**src/rtl/screen_sequencer.sv**
```systemverilog
// ---------------------------------------------------------------------------
// screen_sequencer
//   Top-level screen controller for the VGA game. Chooses which full-screen
//   renderer (title / play / gameover) drives the pixel mux and fades between
//   screens with a 4-bit brightness factor. Every visible change is applied on
//   the frame tick (start of vertical blank), so no frame tears.
//
// Ports
//   vga_clk      in   pixel clock, all logic on posedge
//   reset_n      in   async active-low reset (released synchronously)
//   DrawX/DrawY  in   current pixel position from the VGA controller
//   start_btn    in   raw push-button, asynchronous to vga_clk
//   player_dead  in   level from game logic, synchronous to vga_clk
//   screen_sel   out  0=title, 1=play, 2=gameover
//   brightness   out  15=full colour .. 0=black
//   game_run     out  high while in PLAY (one-cycle registered lag)
//   frame_tick   out  one-cycle pulse at start of vertical blank
// ---------------------------------------------------------------------------
module screen_sequencer #(
   parameter int FADE_FRAMES = 2,
   parameter int HOLD_FRAMES = 180,
   parameter int VBLANK_Y    = 480
) (
   input  logic       vga_clk,
   input  logic       reset_n,
   input  logic [9:0] DrawX,
   input  logic [9:0] DrawY,
   input  logic       start_btn,
   input  logic       player_dead,
   output logic [1:0] screen_sel,
   output logic [3:0] brightness,
   output logic       game_run,
   output logic       frame_tick
);

   localparam logic [2:0] S_TITLE    = 3'd0;
   localparam logic [2:0] S_PLAY     = 3'd1;
   localparam logic [2:0] S_GAMEOVER = 3'd2;
   localparam logic [2:0] S_FADE_OUT = 3'd3;
   localparam logic [2:0] S_FADE_IN  = 3'd4;

   localparam logic [1:0] SEL_TITLE    = 2'd0;
   localparam logic [1:0] SEL_PLAY     = 2'd1;
   localparam logic [1:0] SEL_GAMEOVER = 2'd2;

   localparam logic [3:0] FADE_LAST  = 4'(FADE_FRAMES - 1);
   localparam logic [9:0] HOLD_LAST  = 10'(HOLD_FRAMES - 1);
   localparam logic [9:0] VBLANK_ROW = 10'(VBLANK_Y);

   // Reset: asserts immediately, releases two clocks later so every flop
   // leaves reset on the same edge.
   logic r_rst_meta, r_rst_sync;
   logic w_rst_n;

   always_ff @(posedge vga_clk or negedge reset_n) begin
      if (!reset_n) begin
         r_rst_meta <= 1'b0;
         r_rst_sync <= 1'b0;
      end else begin
         r_rst_meta <= 1'b1;
         r_rst_sync <= r_rst_meta;
      end
   end

   assign w_rst_n = r_rst_sync;

   // Frame tick: rising edge of the "first blanked pixel" match, so a
   // stalled DrawX/DrawY produces a single pulse.
   logic w_vblank_hit;
   logic r_hit_d;
   logic r_frame_tick;

   assign w_vblank_hit = (DrawX == 10'd0) && (DrawY == VBLANK_ROW);

   always_ff @(posedge vga_clk or negedge w_rst_n) begin
      if (!w_rst_n) begin
         r_hit_d      <= 1'b0;
         r_frame_tick <= 1'b0;
      end else begin
         r_hit_d      <= w_vblank_hit;
         r_frame_tick <= w_vblank_hit & ~r_hit_d;
      end
   end

   // Start button: two-flop synchroniser plus one delay flop for edge detect.
   logic r_btn_s1, r_btn_s2, r_btn_d;
   logic w_start_evt;

   always_ff @(posedge vga_clk or negedge w_rst_n) begin
      if (!w_rst_n) begin
         r_btn_s1 <= 1'b0;
         r_btn_s2 <= 1'b0;
         r_btn_d  <= 1'b0;
      end else begin
         r_btn_s1 <= start_btn;
         r_btn_s2 <= r_btn_s1;
         r_btn_d  <= r_btn_s2;
      end
   end

   assign w_start_evt = r_btn_s2 & ~r_btn_d;

   logic [2:0] r_state;
   logic [1:0] r_target;
   logic [1:0] r_sel;
   logic [3:0] r_bright;
   logic [3:0] r_fcnt;
   logic [9:0] r_hold;
   logic       r_pend;
   logic       r_game_run;
   logic       w_accepting;
   logic       w_pend;
   logic [2:0] w_target_state;

   // Only TITLE and GAMEOVER listen to start; anywhere else the flag is dropped.
   assign w_accepting = (r_state == S_TITLE) || (r_state == S_GAMEOVER);
   // An event landing on the tick cycle itself still counts for that tick.
   assign w_pend      = r_pend | w_start_evt;

   always_ff @(posedge vga_clk or negedge w_rst_n) begin
      if (!w_rst_n)          r_pend <= 1'b0;
      else if (!w_accepting) r_pend <= 1'b0;
      else if (r_frame_tick) r_pend <= 1'b0;
      else if (w_start_evt)  r_pend <= 1'b1;
   end

   always_comb begin
      w_target_state = S_TITLE;
      case (r_target)
         SEL_PLAY:     w_target_state = S_PLAY;
         SEL_GAMEOVER: w_target_state = S_GAMEOVER;
         default:      w_target_state = S_TITLE;
      endcase
   end

   // Main sequencer: nothing moves except on a frame tick.
   always_ff @(posedge vga_clk or negedge w_rst_n) begin
      if (!w_rst_n) begin
         r_state  <= S_TITLE;
         r_target <= SEL_TITLE;
         r_sel    <= SEL_TITLE;
         r_bright <= 4'hF;
         r_fcnt   <= 4'd0;
         r_hold   <= 10'd0;
      end else if (r_frame_tick) begin
         case (r_state)
            S_TITLE: begin
               if (w_pend) begin
                  r_state  <= S_FADE_OUT;
                  r_target <= SEL_PLAY;
                  r_fcnt   <= 4'd0;
               end
            end
            S_PLAY: begin
               if (player_dead) begin
                  r_state  <= S_FADE_OUT;
                  r_target <= SEL_GAMEOVER;
                  r_fcnt   <= 4'd0;
               end
            end
            S_GAMEOVER: begin
               // Start and timeout together still yield one transition.
               if (w_pend || (r_hold == HOLD_LAST)) begin
                  r_state  <= S_FADE_OUT;
                  r_target <= SEL_TITLE;
                  r_fcnt   <= 4'd0;
               end else begin
                  r_hold <= r_hold + 10'd1;
               end
            end
            S_FADE_OUT: begin
               if (r_fcnt == FADE_LAST) begin
                  r_fcnt <= 4'd0;
                  if (r_bright <= 4'd1) begin
                     // Swap renderers on the tick the screen goes black.
                     r_bright <= 4'd0;
                     r_sel    <= r_target;
                     r_state  <= S_FADE_IN;
                  end else begin
                     r_bright <= r_bright - 4'd1;
                  end
               end else begin
                  r_fcnt <= r_fcnt + 4'd1;
               end
            end
            S_FADE_IN: begin
               if (r_fcnt == FADE_LAST) begin
                  r_fcnt <= 4'd0;
                  if (r_bright >= 4'd14) begin
                     r_bright <= 4'hF;
                     r_state  <= w_target_state;
                     r_hold   <= 10'd0;
                  end else begin
                     r_bright <= r_bright + 4'd1;
                  end
               end else begin
                  r_fcnt <= r_fcnt + 4'd1;
               end
            end
            default: begin
               r_state  <= S_TITLE;
               r_sel    <= SEL_TITLE;
               r_bright <= 4'hF;
               r_fcnt   <= 4'd0;
            end
         endcase
      end
   end

   always_ff @(posedge vga_clk or negedge w_rst_n) begin
      if (!w_rst_n) r_game_run <= 1'b0;
      else          r_game_run <= (r_state == S_PLAY);
   end

   assign screen_sel = r_sel;
   assign brightness = r_bright;
   assign game_run   = r_game_run;
   assign frame_tick = r_frame_tick;

endmodule

```
**config.mk**
```make
export PLATFORM = sky130hd
export DESIGN_NAME = screen_sequencer
export DESIGN_NICKNAME = d
export VERILOG_FILES = /design/src/rtl/screen_sequencer.sv
export SDC_FILE = /design/constraint.sdc
export NUM_CORES = 1
export LEC_CHECK = 0
export ABC_AREA = 1
export CAP_MARGIN = 40
export CORE_ASPECT_RATIO = 1.25
export CORE_UTILIZATION = 40
export DETAILED_ROUTE_END_ITERATION = 8
export PLACE_DENSITY_LB_ADDON = 0.3
export SLEW_MARGIN = 20
export SYNTH_ARGS = -nofsm -noshare
export SYNTH_HDL_FRONTEND = slang
export SYNTH_SLANG_ARGS = --single-unit
```
**constraint.sdc**
```tcl
create_clock -name vga_clk -period 2.8 [get_ports vga_clk]
set_input_delay 0.28 -clock vga_clk [delete_from_list [all_inputs] [get_ports vga_clk]]
set_output_delay 0.28 -clock vga_clk [all_outputs]
set_load 0.02 [all_outputs]
```
==> results.json, run 1 <==
{
  "status": "completed",
  "path_buf_inv": 2,
  "fp.dieH_um": 82.1,
  "drc": 0,
  "port_buffers": 31,
  "yosys.cell_types.count": 35,
  "path_class": "reg2reg",
  "peakVddDrop_v": 0.000271,
  "fmax_ghz": 0.551,
  "grtUsageMet2": 0.318,
  "grt_use_total": 0.179,
  "synth-seq-cells": 34,
  "detail-route-antenna-nets": 0,
  "grt_pass1_vias": 1752,
  "final_hold_viol_count": 0,
  "cp.arrival_ns": 2.00,
  "cts_num_sinks": 34,
  "async_reset_ff_frac": 1.00,
  "postSynthCellCount": 260,
  "avgSynthCellArea_um2": 7.90,
  "final_cell_mix": "nand2_1, clkdlybuf4s50_1, dfrtp_1",
  "critPathMostFrequentCell": "nand2_1",
  "crit_fanout": 18,
  "grt_max_degree": 32,
  "antenna_cells": 0,
  "cts_tree": "built",
  "setup-tns-final_ns": 0,
  "hp-class": "reg2async",
  "crit_path_end_kind": "flip-flop",
  "ctsHoldBuffers": 0,
  "grt_setup_unrepaired": "false",
  "clk_latency_ns": 0.29,
  "root_buffer": "clkbuf_8",
  "grt-busiest-layer": "met2",
  "post_cts_resize_count": 0,
  "rows": 28,
  "routed_wl_mm": 4.07,
  "numCtsBuffers": 5,
  "die-area_mm2": 0.00543,
  "yosys_warnings": 0,
  "initial_core_util": 0.425,
  "period_share": 0.648,
  "max_cap_viol_count": 0,
  "gp_routability_congestion": 0.804,
  "min_period_ns": 1.81,
  "post_cts_buffers": 0,
  "fin_nets": 326,
  "power_per_cell_area_mw_per_mm2": 400,
  "h-tree-depth": 2,
  "num_vias": 1742,
  "dp_hpwl_mm": 3.09,
  "skew_ns": 0.00303,
  "grt_util_met1": 0.203,
  "cpMaxStageDelayCell": "dfrtp_1",
  "setup_viol": 0,
  "cp-startpoint": "r_hold[0]$_DFFE_PN0P_",
  "firstDrtPassIters": 4,
  "synth-main-ff-cell": "dfrtp_1",
  "place_ws_ns": 1.01,
  "setup_ws_ns": 0.987,
  "synth_edf_count": 0,
  "grt_pass1_wl_mm": 7.37,
  "final_common_cell": "nand2_1",
  "area_growth_pct": 22.2,
  "crit_path_max_incr_delay_ns": 0.44,
  "r2r-start": "r_hold[0]$_DFFE_PN0P_",
  "grt.overflow.total": 0,
  "met3_usage": 0.0453,
  "cts.clk_slew.worst_paths_ns": 0.07,
  "drtIter0Drc": 56,
  "io_pins": 32,
  "die_x_um": 66.1,
  "path_delay_family": "simple AND/OR/NAND/NOR gates",
  "crit_chain": "ha_1 -> inv_1 -> nor3_1 -> nand2_1 -> nand2_1 -> nand2_1 -> nand2_4 -> inv_1 -> nand2_1 -> nand2_1",
  "cp-start-kind": "flip-flop",
  "synth_seq_area_share": 0.417,
  "vias_per_cell": 4.89,
  "syn-num-nets": 291,
  "antenna_found_initial": 0,
  "drive_gt1_frac": 0.132,
  "final_max_slew_viol_count": 0,
  "synth.cell_area_mm2": 0.00205,
  "crit_required_ns": 2.99,
  "coreArea_mm2": 0.00483,
  "clock_path_buffers": 2,
  "wl_per_cell_um": 11.4,
  "leakagePower_nw": 1.17
}
-- Yosys cell counts (5+ instances only) --
| cell | number | share of area |
|---|---|---|
| ha_1 | 7 | 0.043 |
| xor2_1 | 7 | 0.030 |
| nor2_1 | 19 | 0.035 |
| nand3_1 | 14 | 0.034 |
| inv_1 | 27 | 0.049 |
| nand2_2 | 6 | 0.018 |
| o21ai_2 | 7 | 0.030 |
| dfrtp_1 | 30 | 0.37 |
| nand2_1 | 75 | 0.14 |
| o21ai_0 | 9 | 0.022 |
| nor2_2 | 5 | 0.015 |
| o21ai_1 | 5 | 0.012 |
| nand4_1 | 8 | 0.024 |
-- power by group --
part | switching (mW) | internal, mW
Combinational | 0.0147 | 0.0303
Clock | 0.199 | 0.265
Sequential | 0.00139 | 0.495
-- cell type report --
cell class                      instances  area [um2]
Tap cell                               60        75.1
Clock inverter                          3        45.0
Clock buffer                            5        68.8
Multi-Input combinational cell        192        1040
Sequential cell                        34         856
Inverter                               30         113
Fill cell                             468        2320
Timing Repair Buffer                   32         318
-- registers in the layout (all words and copies together), names as in the netlist, 2 cells and up --
register / flops
r_target: 2
screen_sel: 2
r_hold: 10
brightness: 4
r_fcnt: 4
r_state: 3
-- per-layer routing --
layer,vias up,share of wire
li1,901,-
met1,792,0.44
met2,44,0.50
met3,5,0.045
met4,0,0.015
met5,-,0
-- through the flow --
stage	std cells	area, um2	power [mW]	util	hold WS [ns]
CTS	356	2510	1.02	0.519	0.0201
floorplan	260	2050	0.515	-	-0.0156
global placement	348	2400	0.551	0.496	0.00943
global route	356	2510	1.05	0.519	0.0356
detailed placement	348	2400	0.552	0.496	0.0122
finish	356	2510	1.00	0.519	0.0192
-- logic make-up after synthesis --
kind of cell	synth area share
adders and majority gates	0.0426
AOI/OAI and AO/OA	0.0987
DFF	0.417
xor gates and xnor gates	0.0469
buffers and inverters	0.0792
and+or+nand+nor	0.314
other	0.00183
-- final timing paths --
kind                            cells after the start  slack, ns                         to
worst max-delay path                               10       0.99      r_hold[8]$_DFFE_PN0P_
worst min-delay path                                0       0.02         r_btn_s1$_DFF_PN0_
worst max register to register                     10       0.99      r_hold[8]$_DFFE_PN0P_
worst min register to register                      0       0.02         r_btn_s1$_DFF_PN0_
max in group asynchronous                           1       2.17  brightness[2]$_DFFE_PN1P_
min in group vga_clk                                0       0.36       r_rst_sync$_DFF_PN0_
(Power assumes the default switching activity.)
==> inputs of run 2 (changes only) <==
==> constraint.sdc (replaced) <==
create_clock -name vga_clk -period 1.5 [get_ports vga_clk]
set_input_delay 0.15 -clock vga_clk [delete_from_list [all_inputs] [get_ports vga_clk]]
set_output_delay 0.15 -clock vga_clk [all_outputs]
set_load 0.02 [all_outputs]
==> results.json, run 2 (same netlist as run 1, synthesis figures left out) <==
{
  "wl_per_cell_um": 13.4,
  "grt.overflow.total": 0,
  "critPathMostFrequentCell": "nor2_4",
  "min_period_ns": 1.60,
  "final_hold_viol_count": 0,
  "power_per_cell_area_mw_per_mm2": 665,
  "dp_hpwl_mm": 3.40,
  "met1_length_mm": 2.11,
  "grt_max_degree": 33,
  "final_max_slew_viol_count": 0,
  "num_vias": 1982,
  "die_x_um": 66.1,
  "final_cell_mix": "nand2_1, buf_4, dfrtp_1",
  "max_cap_viol_count": 0,
  "setup_ws_ns": -0.103,
  "cp-start-kind": "flip-flop",
  "wl_met2_mm": 2.89,
  "fillers": 392,
  "crit_path_max_incr_delay_ns": 0.57,
  "grt_pass1_vias": 1991,
  "leakagePower_nw": 1.38,
  "grt_pass1_wl_mm": 8.77,
  "path_buf_inv": 3,
  "root_buffer": "clkbuf_8",
  "final_common_cell": "nand2_1",
  "r2r_slack_ns": -0.10,
  "crit_path_end_kind": "flip-flop",
  "fmax_ghz": 0.624,
  "fin_nets": 366,
  "skew_ns": 0.00344,
  "antenna_found_initial": 0,
  "multi_input_area_mm2": 0.00129,
  "gp_routability_congestion": 0.848,
  "clock_path_buffers": 2,
  "antenna_cells": 0,
  "violations": "setup timing",
  "peakVddDrop_v": 0.000571,
  "die-area_mm2": 0.00543,
  "largest_register_ffs": 10,
  "grt_use_total": 0.214,
  "io_pins": 32,
  "cts_num_sinks": 34,
  "h-tree-depth": 2,
  "clk_latency_ns": 0.29,
  "path_class": "reg2reg",
  "period_share": 1.07,
  "timing.rr.end": "r_hold[0]$_DFFE_PN0P_",
  "highest_layer": "met4",
  "largest-register": "r_hold",
  "crit_fanout": 5,
  "path_delay_family": "flip-flops",
  "setup-tns-final_ns": -0.812,
  "area_growth_pct": 49.6,
  "cts.clk_slew.worst_paths_ns": 0.08,
  "coreArea_mm2": 0.00483,
  "crit_chain": "buf_6 -> ha_4 -> inv_2 -> a21oi_4 -> nor2_4 -> nor2_4 -> buf_12 -> nand2_8 -> nand2_1 -> o21ai_2",
  "wl_met3_um": 199,
  "drive_gt1_frac": 0.336,
  "drtIter0Drc": 91,
  "setup_viol": 11,
  "r2r-start": "brightness[1]$_DFFE_PN1P_",
  "r2r_cells": 10,
  "grt_setup_unrepaired": "true",
  "rows": 28,
  "cts_tree": "built",
  "routed_wl_mm": 5.32,
  "port_buffers": 31,
  "vias_per_cell": 5.01,
  "drc": 0,
  "fp.dieH_um": 82.1,
  "firstDrtPassIters": 4,
  "cpMaxStageDelayCell": "dfstp_2",
  "ff_latch_area_um2": 860,
  "initial_core_util": 0.425,
  "status": "finished, violations left",
  "numCtsBuffers": 5,
  "crit_required_ns": 1.69,
  "cp.arrival_ns": 1.79,
  "hp-class": "in2async",
  "ctsHoldBuffers": 0,
  "detail-route-antenna-nets": 0,
  "whs_ns": 0.0122
}
==> run 2: final cells by class <==
type | instances | area share
Multi-Input combinational cell | 196 | 0.419
Tap cell | 60 | 0.0244
Sequential cell | 34 | 0.280
Timing Repair Buffer | 68 | 0.195
Clock buffer | 5 | 0.0224
Clock inverter | 3 | 0.0224
Inverter | 30 | 0.0374
==> run 2: per-layer routing <==
layer | GRT usage | vias to the layer above
met5 | 0 | -
met4 | 0.100 | 0
met3 | 0.0481 | 16
met2 | 0.382 | 55
met1 | 0.239 | 922
li1 | - | 989
==> run 2: report_power, final <==
| group | switching, mW | leakage (nW) | internal [mW] | total [mW] |
|---|---|---|---|---|
| sequential | 0.00183 | 0.423 | 0.923 | 0.925 |
| clock | 0.367 | 0.0683 | 0.666 | 1.03 |
| combinational | 0.0297 | 0.892 | 0.0566 | 0.0863 |
==> run 2: worst max path at each step <==
stage | depth (start not counted) | endpoint | slack, ns | start
6_report | 10 | r_hold[0]$_DFFE_PN0P_ | -0.10 | brightness[1]$_DFFE_PN1P_
5_1_grt | 11 | r_hold[3]$_DFFE_PN0P_ | -0.18 | brightness[1]$_DFFE_PN1P_
4_1_cts | 10 | r_hold[4]$_DFFE_PN0P_ | -0.07 | brightness[1]$_DFFE_PN1P_
3_5_place_dp | 8 | r_hold[1]$_DFFE_PN0P_ | -0.13 | brightness[1]$_DFFE_PN1P_
3_3_place_gp | 8 | r_hold[1]$_DFFE_PN0P_ | -0.11 | brightness[1]$_DFFE_PN1P_
2_1_floorplan | 9 | r_hold[7]$_DFFE_PN0P_ | -0.09 | brightness[1]$_DFFE_PN1P_
==> run 2: timing repair <==
action / 4_1_cts / 5_1_grt
setup buffers: 4 / 5
setup endpoints to repair: 24 / 27
pin swaps: 5 / 7
cloned: 3 / 1
resized for setup: 39 / 28
==> run 2: through the flow <==
step / std cells / total power [mW] / cell area, um2 / utilization / setup slack (ns)
3_5_place_dp: 375 / 1.03 / 2620 / 0.541 / -0.125
2_1_floorplan: 260 / 0.961 / 2070 / - / -0.0908
4_1_cts: 390 / 2.06 / 2940 / 0.608 / -0.0718
5_1_grt: 396 / 2.11 / 3070 / 0.636 / -0.179
6_report: 396 / 2.04 / 3070 / 0.636 / -0.103
3_3_place_gp: 375 / 1.03 / 2620 / 0.541 / -0.109
